===== src/rtl/quad_timer_sched.sv =====
// Multiplexes the single compare channel of quad_timer among N_CH virtual
// one-shot timers, keeping CMP programmed with the earliest pending deadline.
module quad_timer_sched #(
  parameter int          N_CH        = 4,
  parameter int          GUARD       = 8,
  parameter logic [31:0] TIME_ADDR   = 32'h0000_0000,
  parameter logic [31:0] CMP_ADDR    = 32'h0000_0004,
  parameter logic [31:0] STATUS_ADDR = 32'h0000_0008,
  localparam int         CW          = $clog2(N_CH)
) (
  input  logic            i_clk,
  input  logic            i_rst,
  input  logic            i_req_valid,
  output logic            o_req_ready,
  input  logic [CW-1:0]   i_req_ch,
  input  logic            i_req_cancel,
  input  logic [31:0]     i_req_delta,
  output logic [N_CH-1:0] o_expired,
  output logic [N_CH-1:0] o_active,
  output logic [31:0]     o_wb_addr,
  output logic [31:0]     o_wb_dat,
  output logic            o_wb_we,
  output logic            o_wb_cyc,
  input  logic [31:0]     i_wb_rdt,
  input  logic            i_irq
);

  typedef enum logic [2:0] {
    S_IDLE  = 3'd0,
    S_ACK   = 3'd1,
    S_RDT   = 3'd2,
    S_SCAN  = 3'd3,
    S_WRCMP = 3'd4,
    S_WREN  = 3'd5,
    S_DIS   = 3'd6
  } state_t;

  localparam logic [31:0]   GUARD_W = 32'(GUARD);
  localparam logic [CW-1:0] LAST_CH = CW'(N_CH - 1);

  state_t          state;
  logic            idle_q;
  logic [CW-1:0]   idx;
  logic [31:0]     now;
  logic [CW-1:0]   req_ch;
  logic            req_cancel;
  logic [31:0]     req_delta;
  logic            req_pend;
  logic            have_cand;
  logic [31:0]     best_d;
  logic [31:0]     best_dl;
  logic [31:0]     deadline [N_CH];
  logic [N_CH-1:0] active;

  logic [31:0]     cur_dl;
  logic [31:0]     diff;
  logic            hit;
  logic            take;
  logic            next_cand;
  logic [31:0]     next_dl;
  logic [N_CH-1:0] expired;

  // Scan datapath: the modular difference alone decides expiry and ordering across wrap.
  always_comb begin
    cur_dl    = deadline[idx];
    diff      = cur_dl - now;
    hit       = 1'b0;
    take      = 1'b0;
    expired   = '0;
    if (state == S_SCAN && active[idx]) begin
      if ($signed(diff) <= $signed(GUARD_W)) begin
        hit = 1'b1;
      end else if (!have_cand || diff < best_d) begin
        take = 1'b1;
      end else begin
        take = 1'b0;
      end
    end else begin
      hit  = 1'b0;
      take = 1'b0;
    end
    if (hit) begin
      expired[idx] = 1'b1;
    end else begin
      expired = '0;
    end
    next_cand = have_cand | take;
    next_dl   = take ? cur_dl : best_dl;
  end

  assign o_expired   = expired;
  assign o_active    = active;
  assign o_req_ready = idle_q & ~i_irq;

  // Controller FSM; bus outputs are registered and set on entry to each access state.
  always_ff @(posedge i_clk or posedge i_rst) begin
    if (i_rst) begin
      state      <= S_IDLE;
      idle_q     <= 1'b0;
      idx        <= '0;
      now        <= 32'h0000_0000;
      req_ch     <= '0;
      req_cancel <= 1'b0;
      req_delta  <= 32'h0000_0000;
      req_pend   <= 1'b0;
      have_cand  <= 1'b0;
      best_d     <= 32'h0000_0000;
      best_dl    <= 32'h0000_0000;
      active     <= '0;
      for (int c = 0; c < N_CH; c++) deadline[c] <= 32'h0000_0000;
      o_wb_addr  <= 32'h0000_0000;
      o_wb_dat   <= 32'h0000_0000;
      o_wb_we    <= 1'b0;
      o_wb_cyc   <= 1'b0;
    end else begin
      o_wb_addr <= 32'h0000_0000;
      o_wb_dat  <= 32'h0000_0000;
      o_wb_we   <= 1'b0;
      o_wb_cyc  <= 1'b0;
      idle_q    <= 1'b0;
      case (state)
        S_IDLE: begin
          if (i_irq) begin
            state     <= S_ACK;
            o_wb_cyc  <= 1'b1;
            o_wb_we   <= 1'b1;
            o_wb_addr <= STATUS_ADDR;
          end else if (i_req_valid && idle_q) begin
            state      <= S_RDT;
            req_ch     <= i_req_ch;
            req_cancel <= i_req_cancel;
            req_delta  <= i_req_delta;
            req_pend   <= 1'b1;
            o_wb_cyc   <= 1'b1;
            o_wb_addr  <= TIME_ADDR;
          end else begin
            idle_q <= 1'b1;
          end
        end
        S_ACK: begin
          state     <= S_RDT;
          o_wb_cyc  <= 1'b1;
          o_wb_addr <= TIME_ADDR;
        end
        S_RDT: begin
          now       <= i_wb_rdt;
          idx       <= '0;
          have_cand <= 1'b0;
          best_d    <= 32'h0000_0000;
          best_dl   <= 32'h0000_0000;
          req_pend  <= 1'b0;
          state     <= S_SCAN;
          if (req_pend && req_cancel) begin
            active[req_ch] <= 1'b0;
          end else if (req_pend) begin
            active[req_ch]   <= 1'b1;
            deadline[req_ch] <= i_wb_rdt + req_delta;
          end
        end
        S_SCAN: begin
          if (hit) active[idx] <= 1'b0;
          have_cand <= next_cand;
          best_dl   <= next_dl;
          if (take) best_d <= diff;
          if (idx == LAST_CH) begin
            o_wb_cyc <= 1'b1;
            o_wb_we  <= 1'b1;
            if (next_cand) begin
              state     <= S_WRCMP;
              o_wb_addr <= CMP_ADDR;
              o_wb_dat  <= next_dl;
            end else begin
              state     <= S_DIS;
              o_wb_addr <= STATUS_ADDR;
            end
          end else begin
            idx <= idx + CW'(1);
          end
        end
        S_WRCMP: begin
          state     <= S_WREN;
          o_wb_cyc  <= 1'b1;
          o_wb_we   <= 1'b1;
          o_wb_addr <= STATUS_ADDR;
          o_wb_dat  <= 32'h0000_0001;
        end
        S_WREN: begin
          state  <= S_IDLE;
          idle_q <= 1'b1;
        end
        S_DIS: begin
          state  <= S_IDLE;
          idle_q <= 1'b1;
        end
        default: begin
          state <= S_IDLE;
        end
      endcase
    end
  end

endmodule

===== config.mk =====
export PLATFORM = sky130hd
export DESIGN_NAME = quad_timer_sched
export DESIGN_NICKNAME = d
export VERILOG_FILES = /design/src/rtl/quad_timer_sched.sv
export SDC_FILE = /design/constraint.sdc
export NUM_CORES = 1
export LEC_CHECK = 0
export BUFFER_PORTS_ARGS = -buffer_cell sky130_fd_sc_hd__buf_2
export CORE_MARGIN = 10
export CORE_UTILIZATION = 50
export DETAILED_ROUTE_END_ITERATION = 7
export MAX_ROUTING_LAYER = met4
export PLACE_DENSITY = 0.69
export SLEW_MARGIN = 20
export SYNTH_ARGS = -nofsm -noshare
export SYNTH_HDL_FRONTEND = slang
export SYNTH_SLANG_ARGS = --single-unit

===== constraint.sdc =====
create_clock -name i_clk -period 27.4 [get_ports i_clk]
set_input_delay 4.11 -clock i_clk [delete_from_list [all_inputs] [get_ports i_clk]]
set_output_delay 4.11 -clock i_clk [all_outputs]
set_load 0.02 [all_outputs]

==> impl_metrics.tcl, run 1 <==
set metrics [dict create \
    num-fill-cells 3081 \
    pin_count 146 \
    die_h_um 208 \
    insertion_delay_ps 550 \
    final-seq-area_sq_mm 0.00768 \
    worstMarginPinSlew_ps 959 \
    die-area_sq_mm 0.0432 \
    total_power_mw 2.81 \
    avgRoutedWirePerCell_um 19.8 \
    min_period_ps 10260 \
    antenna_found_initial 0 \
    worstHoldStart "deadline[42]" \
    grt_pass1_wl_mm 80.4 \
    std_cell_rows 68 \
    drv_slew 0 \
    cts_tree "built" \
    yosysMostFrequentCell "nand2_1" \
    final_nets 2176 \
    slew-limit-headroom_pct 36.1 \
    antenna_left 0 \
    io_buffers 115 \
    synth_top_area_cell "dfrtp_1" \
    path_cells "buf_4 > mux4_2 > ha_1 > nand2_1 > nor4_1 > o311ai_1 > nand3_1 > xnor2_1 > nand3b_1 > or4_1 > or4_4 > o21ai_0 > nand2_1 > nor2_1 > buf_2" \
    setup_viol 0 \
    synth_commonest_cells "nand2_1 (485), dfrtp_1 (307), o21ai_0 (122), a21oi_1 (111), ha_1 (95)" \
    setup_tns_ps 0 \
    hold_class "reg -> reg" \
    globalRouteOverflowTotal 0 \
    place_hpwl_mm 35.3 \
    end_kind "output port" \
    slowest_delay_ps 640 \
    cts_resized 0 \
    chipWidth_um 208 \
    async_reset_ff_share_pct 100 \
    crit_required_ps 23290 \
    combPwrFrac_pct 60.1 \
    layout-drive-gt1-share_pct 15.5 \
    dp.cells 2425 \
    power_density_mw_per_mm2 143 \
    final_util_pct 56.7 \
    ys_ff_latch 307 \
    postCtsSetupBuffers 0 \
    ys.flop_type "dfrtp_1" \
    clk_pin_slew_worst_paths_ps 50 \
    synth_top_area_share_pct 43.5 \
    path_max_fanout 35 \
    hold_end "deadline[42]" \
    hold-path-cell-count 2 \
    min_period_over_period_pct 37.5 \
    yosysWarnings 0 \
    holdWs_ps 468 \
    start_util_pct 50.9 \
    cp_slowest_cell "mux4_2" \
    cts_num_sinks 307 \
    p_leak_nw 9.13 \
    clkPwrFrac_pct 17.4 \
    maxCapViolations 0 \
    grt_max_degree 108 \
    ctsHoldBuffers 0 \
    cts_root_buffer "clkbuf_16" \
    pwr-share-seq_pct 22.5 \
    gp_congestion 0.933 \
    vdd_drop_max_mv 0.104 \
    grt_pass1_vias 14671 \
    place_ws_ps 17670 \
    start_kind "flop" \
    syn2layout_area_growth_pct 11.4 \
    fin_ws_ps 17140 \
    drt_wl_total_mm 49.4 \
    crit_type "reg -> out" \
    ys_types 81 \
    reg2reg_depth 26 \
    dr_total_vias 14516 \
    cp_common_cell "nand2_1" \
    via_per_inst 5.83 \
    fin_cells 2488 \
    n_antenna_cell 0 \
    power.switching_mw 1.37 \
    drc_errors 0 \
    status "finished, final reports clean" \
    track_usage_pct 23.3 \
    multi_input_area_sq_mm 0.00911 \
    switching_share_pct 48.7 \
    drtPass1Iterations 5 \
    hold_viol_final 0 \
    h-tree-depth 2 \
    cp.arrival_ps 6150 \
    synthTopCellsByArea "dfrtp_1 (44%), nand2_1 (10%), ha_1 (6.7%)" \
    core_sq_mm 0.0347 \
    drt_iter0_markers 1095 \
    r2r_start "idx[0]" \
    skew_ps 14.9 \
    crit-reg2reg-capture "best_dl[0]" \
    placed_area_sq_mm 0.0185 \
    syn_area_per_cell_sq_um 9.12 \
    yosysSeqAreaShare_pct 43.5 \
    max_freq_mhz 97.4 \
    synth-edff-count 0 \
    cts_buffers 36 \
    final_area_sq_mm 0.0197 \
    clock_path_buffers 3 \
    syn-cell-area_sq_mm 0.0177 \
    r2r_slack_ps 19080 \
    rsz0062_at_grt "no" \
    syn_inst 1936 \
    internal-power_mw 1.44 \
]
power groups by stage:
stage	Clock, mW	Sequential [mW]	Combinational, mW
final	0.489	0.633	1.69
after global routing	0.516	0.647	1.88
after CTS	0.496	0.633	1.67
after detailed placement	0	0.640	1.66
after global placement	0	0.635	1.65
after floorplan	0	0.637	1.21
layout by cell type (no fill, tap or decap), types with 6 or more instances in the layout:
cell type,count
ha_1,95
nand3_1,67
xnor2_1,35
and2_1,6
clkinv_2,9
a31oi_1,6
dfrtp_1,305
o21ai_0,122
or4_1,6
xor2_1,13
or3_1,6
a211o_1,6
inv_1,89
nand4_1,13
clkbuf_8,8
buf_4,24
nand2_1,485
o221ai_1,28
nand4b_1,9
conb_1,30
nand2b_1,12
a21oi_1,111
o21ai_1,10
nor2_1,70
a221oi_1,7
o21a_1,8
o211ai_1,43
buf_2,115
nor3_1,16
mux4_2,33
nor2b_1,12
clkbuf_16,37
a21o_1,26
and3_1,10
a211oi_1,7
mux2_2,53
sequential cells by signal, summed over array words and instances, names as in the netlist, named ones only:
| register | count |
|---|---|
| have_cand | 1 |
| deadline | 128 |
| o_wb_we | 1 |
| state | 3 |
| req_ch | 2 |
| best_dl | 32 |
| req_cancel | 1 |
| o_wb_cyc | 1 |
| now | 32 |
| best_d | 32 |
| idle_q | 1 |
| idx | 2 |
| o_wb_dat | 32 |
| req_delta | 32 |
| req_pend | 1 |
| o_wb_addr | 2 |
layer usage:
metal  up-vias  share of wire (%)  track usage (%)
li1       6832                  -                -
met1      7102                 44             30.8
met2       497                 45             34.6
met3        85                7.1             5.08
met4         0                3.3             8.24
met5         -                  0                -
cells by family after synthesis:
kind of cell | share of synthesized area [%]
compound gates | 15.4
xor+xnor | 2.38
fa+ha+maj | 7.02
buf+inv | 5.73
flops | 43.5
mux | 7.70
other cells | 0.0212
simple gates | 18.2
how the worst max path moves through the flow:
stage	startpoint	to	slack, ps
after floorplan	i_rst	asynchronous set/reset pin	14800
after global placement	idx[0]	o_expired[3]	17570
after CTS	idx[0]	o_expired[3]	17080
after detailed placement	idx[0]	o_expired[3]	17670
final	idx[0]	o_expired[3]	17140
after global routing	idx[0]	o_expired[3]	16740
worst max-delay path: cells and delay by family (launching register included):
kind / cells / cell delay (ps)
AO/OA/AOI/OAI: 2 / 430
XOR/XNOR: 1 / 230
adder cells (fa/ha/maj): 1 / 480
buffers and inverters: 2 / 800
flip-flops: 1 / 410
multiplexers: 1 / 640
AND/OR/NAND/NOR: 8 / 2600
area by class of cell:
class,instances,area share [%]
repair buffers,139,3.84
multi-input cells,1433,46.3
clock buffers,49,5.34
clock inverters,14,0.776
flip-flops and latches,307,39.1
well taps,455,2.89
inverters,91,1.77
No activity file was read; power rests on OpenSTA's default activity.
==> run 2, diff against run 1 <==
Settings changed: ABC_AREA from default to 1.
Clock period 27.4 ns to 9.5 ns, I/O delays scaled along.
==> impl_metrics.tcl, run 2 <==
set metrics [dict create \
    crit_type "reg -> out" \
    cp.arrival_ps 5490 \
    cp_common_cell "nand2_1" \
    max_freq_mhz 145 \
    syn2layout_area_growth_pct 11.6 \
    start_kind "flop" \
    end_kind "output port" \
    drc_errors 0 \
    syn_area_per_cell_sq_um 7.78 \
    drv_slew 0 \
    crit_buf_inv 5 \
    drtPass1Iterations 6 \
    p_leak_nw 10.1 \
    crit_required_ps 8080 \
    crit_end "o_expired[3]" \
    cp_slowest_cell "dfrtp_2" \
    ctsHoldBuffers 0 \
    final_util_pct 56.2 \
    ys_ff_latch 307 \
    synthTopCellsByArea "dfrtp_1 (43%), nand2_1 (11%), o21ai_0 (7.1%)" \
    cts_tree "built" \
    synth_top_area_share_pct 43.1 \
    ys.flop_type "dfrtp_1" \
    cts_root_buffer "clkbuf_16" \
    gp_congestion 1.00 \
    min_period_over_period_pct 72.8 \
    via_per_inst 5.46 \
    largest_register_ffs 128 \
    yosysSeqAreaShare_pct 43.1 \
    final_nets 2542 \
    core_sq_mm 0.0354 \
    slowest_delay_ps 620 \
    holdWs_ps 478 \
    ys_types 49 \
    synth-edff-count 0 \
    vdd_drop_max_mv 0.209 \
    drt_iter0_markers 1307 \
    place_hpwl_mm 39.6 \
    path_cells "clkinv_1 > buf_4 > o21ai_0 > o22ai_1 > ha_1 > nand2_1 > inv_2 > nand2_1 > inv_1 > a21oi_1 > nand2_1 > nand2_1 > nand2_1 > nand2_1 > nand2_2 > nor2_1 > nand2_1 > nor2_2 > nand4_1 > nand3_1 > nand2_1 > nor2_1 > buf_2" \
    synth_top_area_cell "dfrtp_1" \
    setup_viol 0 \
    grt_max_degree 189 \
    die_h_um 209 \
    cpLargestDelayFamily "simple AND/OR/NAND/NOR gates" \
    power_density_mw_per_mm2 411 \
    layout-drive-gt1-share_pct 11.8 \
    reg2reg_depth 24 \
    final_common_cell "nand2_1" \
    synth_commonest_cells "nand2_1 (544), dfrtp_1 (307), inv_1 (254), o21ai_0 (254), nor2_1 (185)" \
    pin_count 146 \
    maxCapViolations 0 \
    setup_tns_ps 0 \
    hold_viol_final 0 \
    drt_wl_total_mm 53.3 \
    avgRoutedWirePerCell_um 18.6 \
    skew_ps 25.7 \
    syn-cell-area_sq_mm 0.0178 \
    crit_cells 23 \
    top_register "deadline" \
    h-tree-depth 2 \
    worstMarginPinSlew_ps 1110 \
    globalRouteOverflowTotal 0 \
    rsz0062_at_grt "no" \
    async_reset_ff_share_pct 100 \
    cts_buffers 36 \
    total_power_mw 8.18 \
    grt_pass1_vias 15186 \
    antenna_found_initial 0 \
    track_usage_pct 24.6 \
    status "finished, final reports clean" \
    slew-limit-headroom_pct 25.7 \
    chipWidth_um 209 \
    min_period_ps 6910 \
    die-area_sq_mm 0.0436 \
    dr_total_vias 15617 \
    start_util_pct 50.4 \
    yosysWarnings 0 \
    layout_common_cells "nand2_1 (543), dfrtp_1 (306), o21ai_0 (254), inv_1 (252), nor2_1 (183)" \
    path_max_fanout 56 \
    std_cell_rows 69 \
    hold_class "reg -> reg" \
    insertion_delay_ps 550 \
    clk_pin_slew_worst_paths_ps 60 \
    yosysMostFrequentCell "nand2_1" \
    cts_resized 0 \
    r2r_slack_ps 3130 \
    r2r_start "idx[0]" \
    cts_num_sinks 307 \
    syn_inst 2291 \
    postCtsSetupBuffers 0 \
    antenna_left 0 \
    grt_pass1_wl_mm 84.4 \
    worstSetupStartpoint "idx[0]" \
    crit-reg2reg-capture "best_d[16]" \
    io_buffers 115 \
    clock_path_buffers 3 \
    n_antenna_cell 0 \
]
## run 2: changes by cell type after synthesis, moves of 27 or more
| cell | previous run | this run |
|---|---|---|
| o221ai_1 | 28 | 0 |
| mux4_2 | 33 | 0 |
| nand3_1 | 67 | 173 |
| o22ai_1 | 4 | 31 |
| nor2_1 | 71 | 185 |
| nand3b_1 | 4 | 38 |
| o211ai_1 | 43 | 4 |
| nand2_1 | 485 | 544 |
| o21ai_0 | 122 | 254 |
| a21oi_1 | 111 | 80 |
| inv_1 | 90 | 254 |
## run 2: worst reg2reg max path, stage by stage (launching register included)
cell	delay (ps)
dfrtp_2	720
clkinv_1	380
buf_4	390
o21ai_0	230
o22ai_1	200
ha_1	460
nand2_1	150
nand3_1	260
or2_2	360
nand2_1	160
inv_1	90
ha_1	300
nand2_1	50
o21ai_0	380
nand3_1	140
a21oi_1	140
o21ai_0	80
nand2_1	110
nand4_1	160
nand3_1	180
nand2_4	250
nand2_8	310
nand2_4	410
nand3_1	210
o21ai_1	90
## run 2: per-layer routing
layer  vias to the layer above  routed length [um]  part of all wire [%]  GRT usage (%)
met5                         -                   0                     0              -
met2                       460               25300                    47           39.1
met1                      7470               23500                    44           31.7
met3                        89                2710                   5.1           3.18
met4                         0                1830                   3.4           9.28
li1                       7598                   -                     -              -
## run 2: stage by stage
step / area, sq um / instances / setup slack (ps)
final: 19900 / 2862 / 2590
after CTS: 19900 / 2862 / 2690
after global routing: 19900 / 2862 / 2330
after detailed placement: 18600 / 2797 / 3250
after global placement: 18600 / 2797 / 3320
after floorplan: 17900 / 2320 / 3990
## run 2: cells by family (layout without fill, tap and decap cells)
family	after synthesis	after routing	synth area share, %
fa+ha+maj	97	97	6.89
other cells	1	30	0.0210
simple gates	1003	1003	24.2
flops	307	307	43.1
buf+inv	388	469	9.15
mux	33	33	2.08
xor+xnor	31	31	1.52
compound gates	431	431	13.1
## run 2: worst min path at each step
stage	startpoint	endpoint	slack [ps]	cells past startpoint
global placement	deadline[34]	deadline[34]	450	2
floorplan	deadline[34]	deadline[34]	440	2
global route	now[0]	now[0]	500	2
finish	deadline[51]	deadline[51]	480	2
CTS	deadline[34]	deadline[34]	480	2
detailed placement	deadline[34]	deadline[34]	460	2
## run 2: cell type report
cell class,count,area (sq um)
clock inverter,14,189
multi-input combinational,1625,8640
sequential,307,7680
inverter,273,1030
tap,461,577
fill,3339,15500
clock buffer,51,1060
timing repair buffer,131,708
## run 2: report_power, final
group          switching, mW  internal (mW)
Clock                  0.558          0.889
Combinational           3.30           1.52
Sequential             0.198           1.71
Total                   4.05           4.12
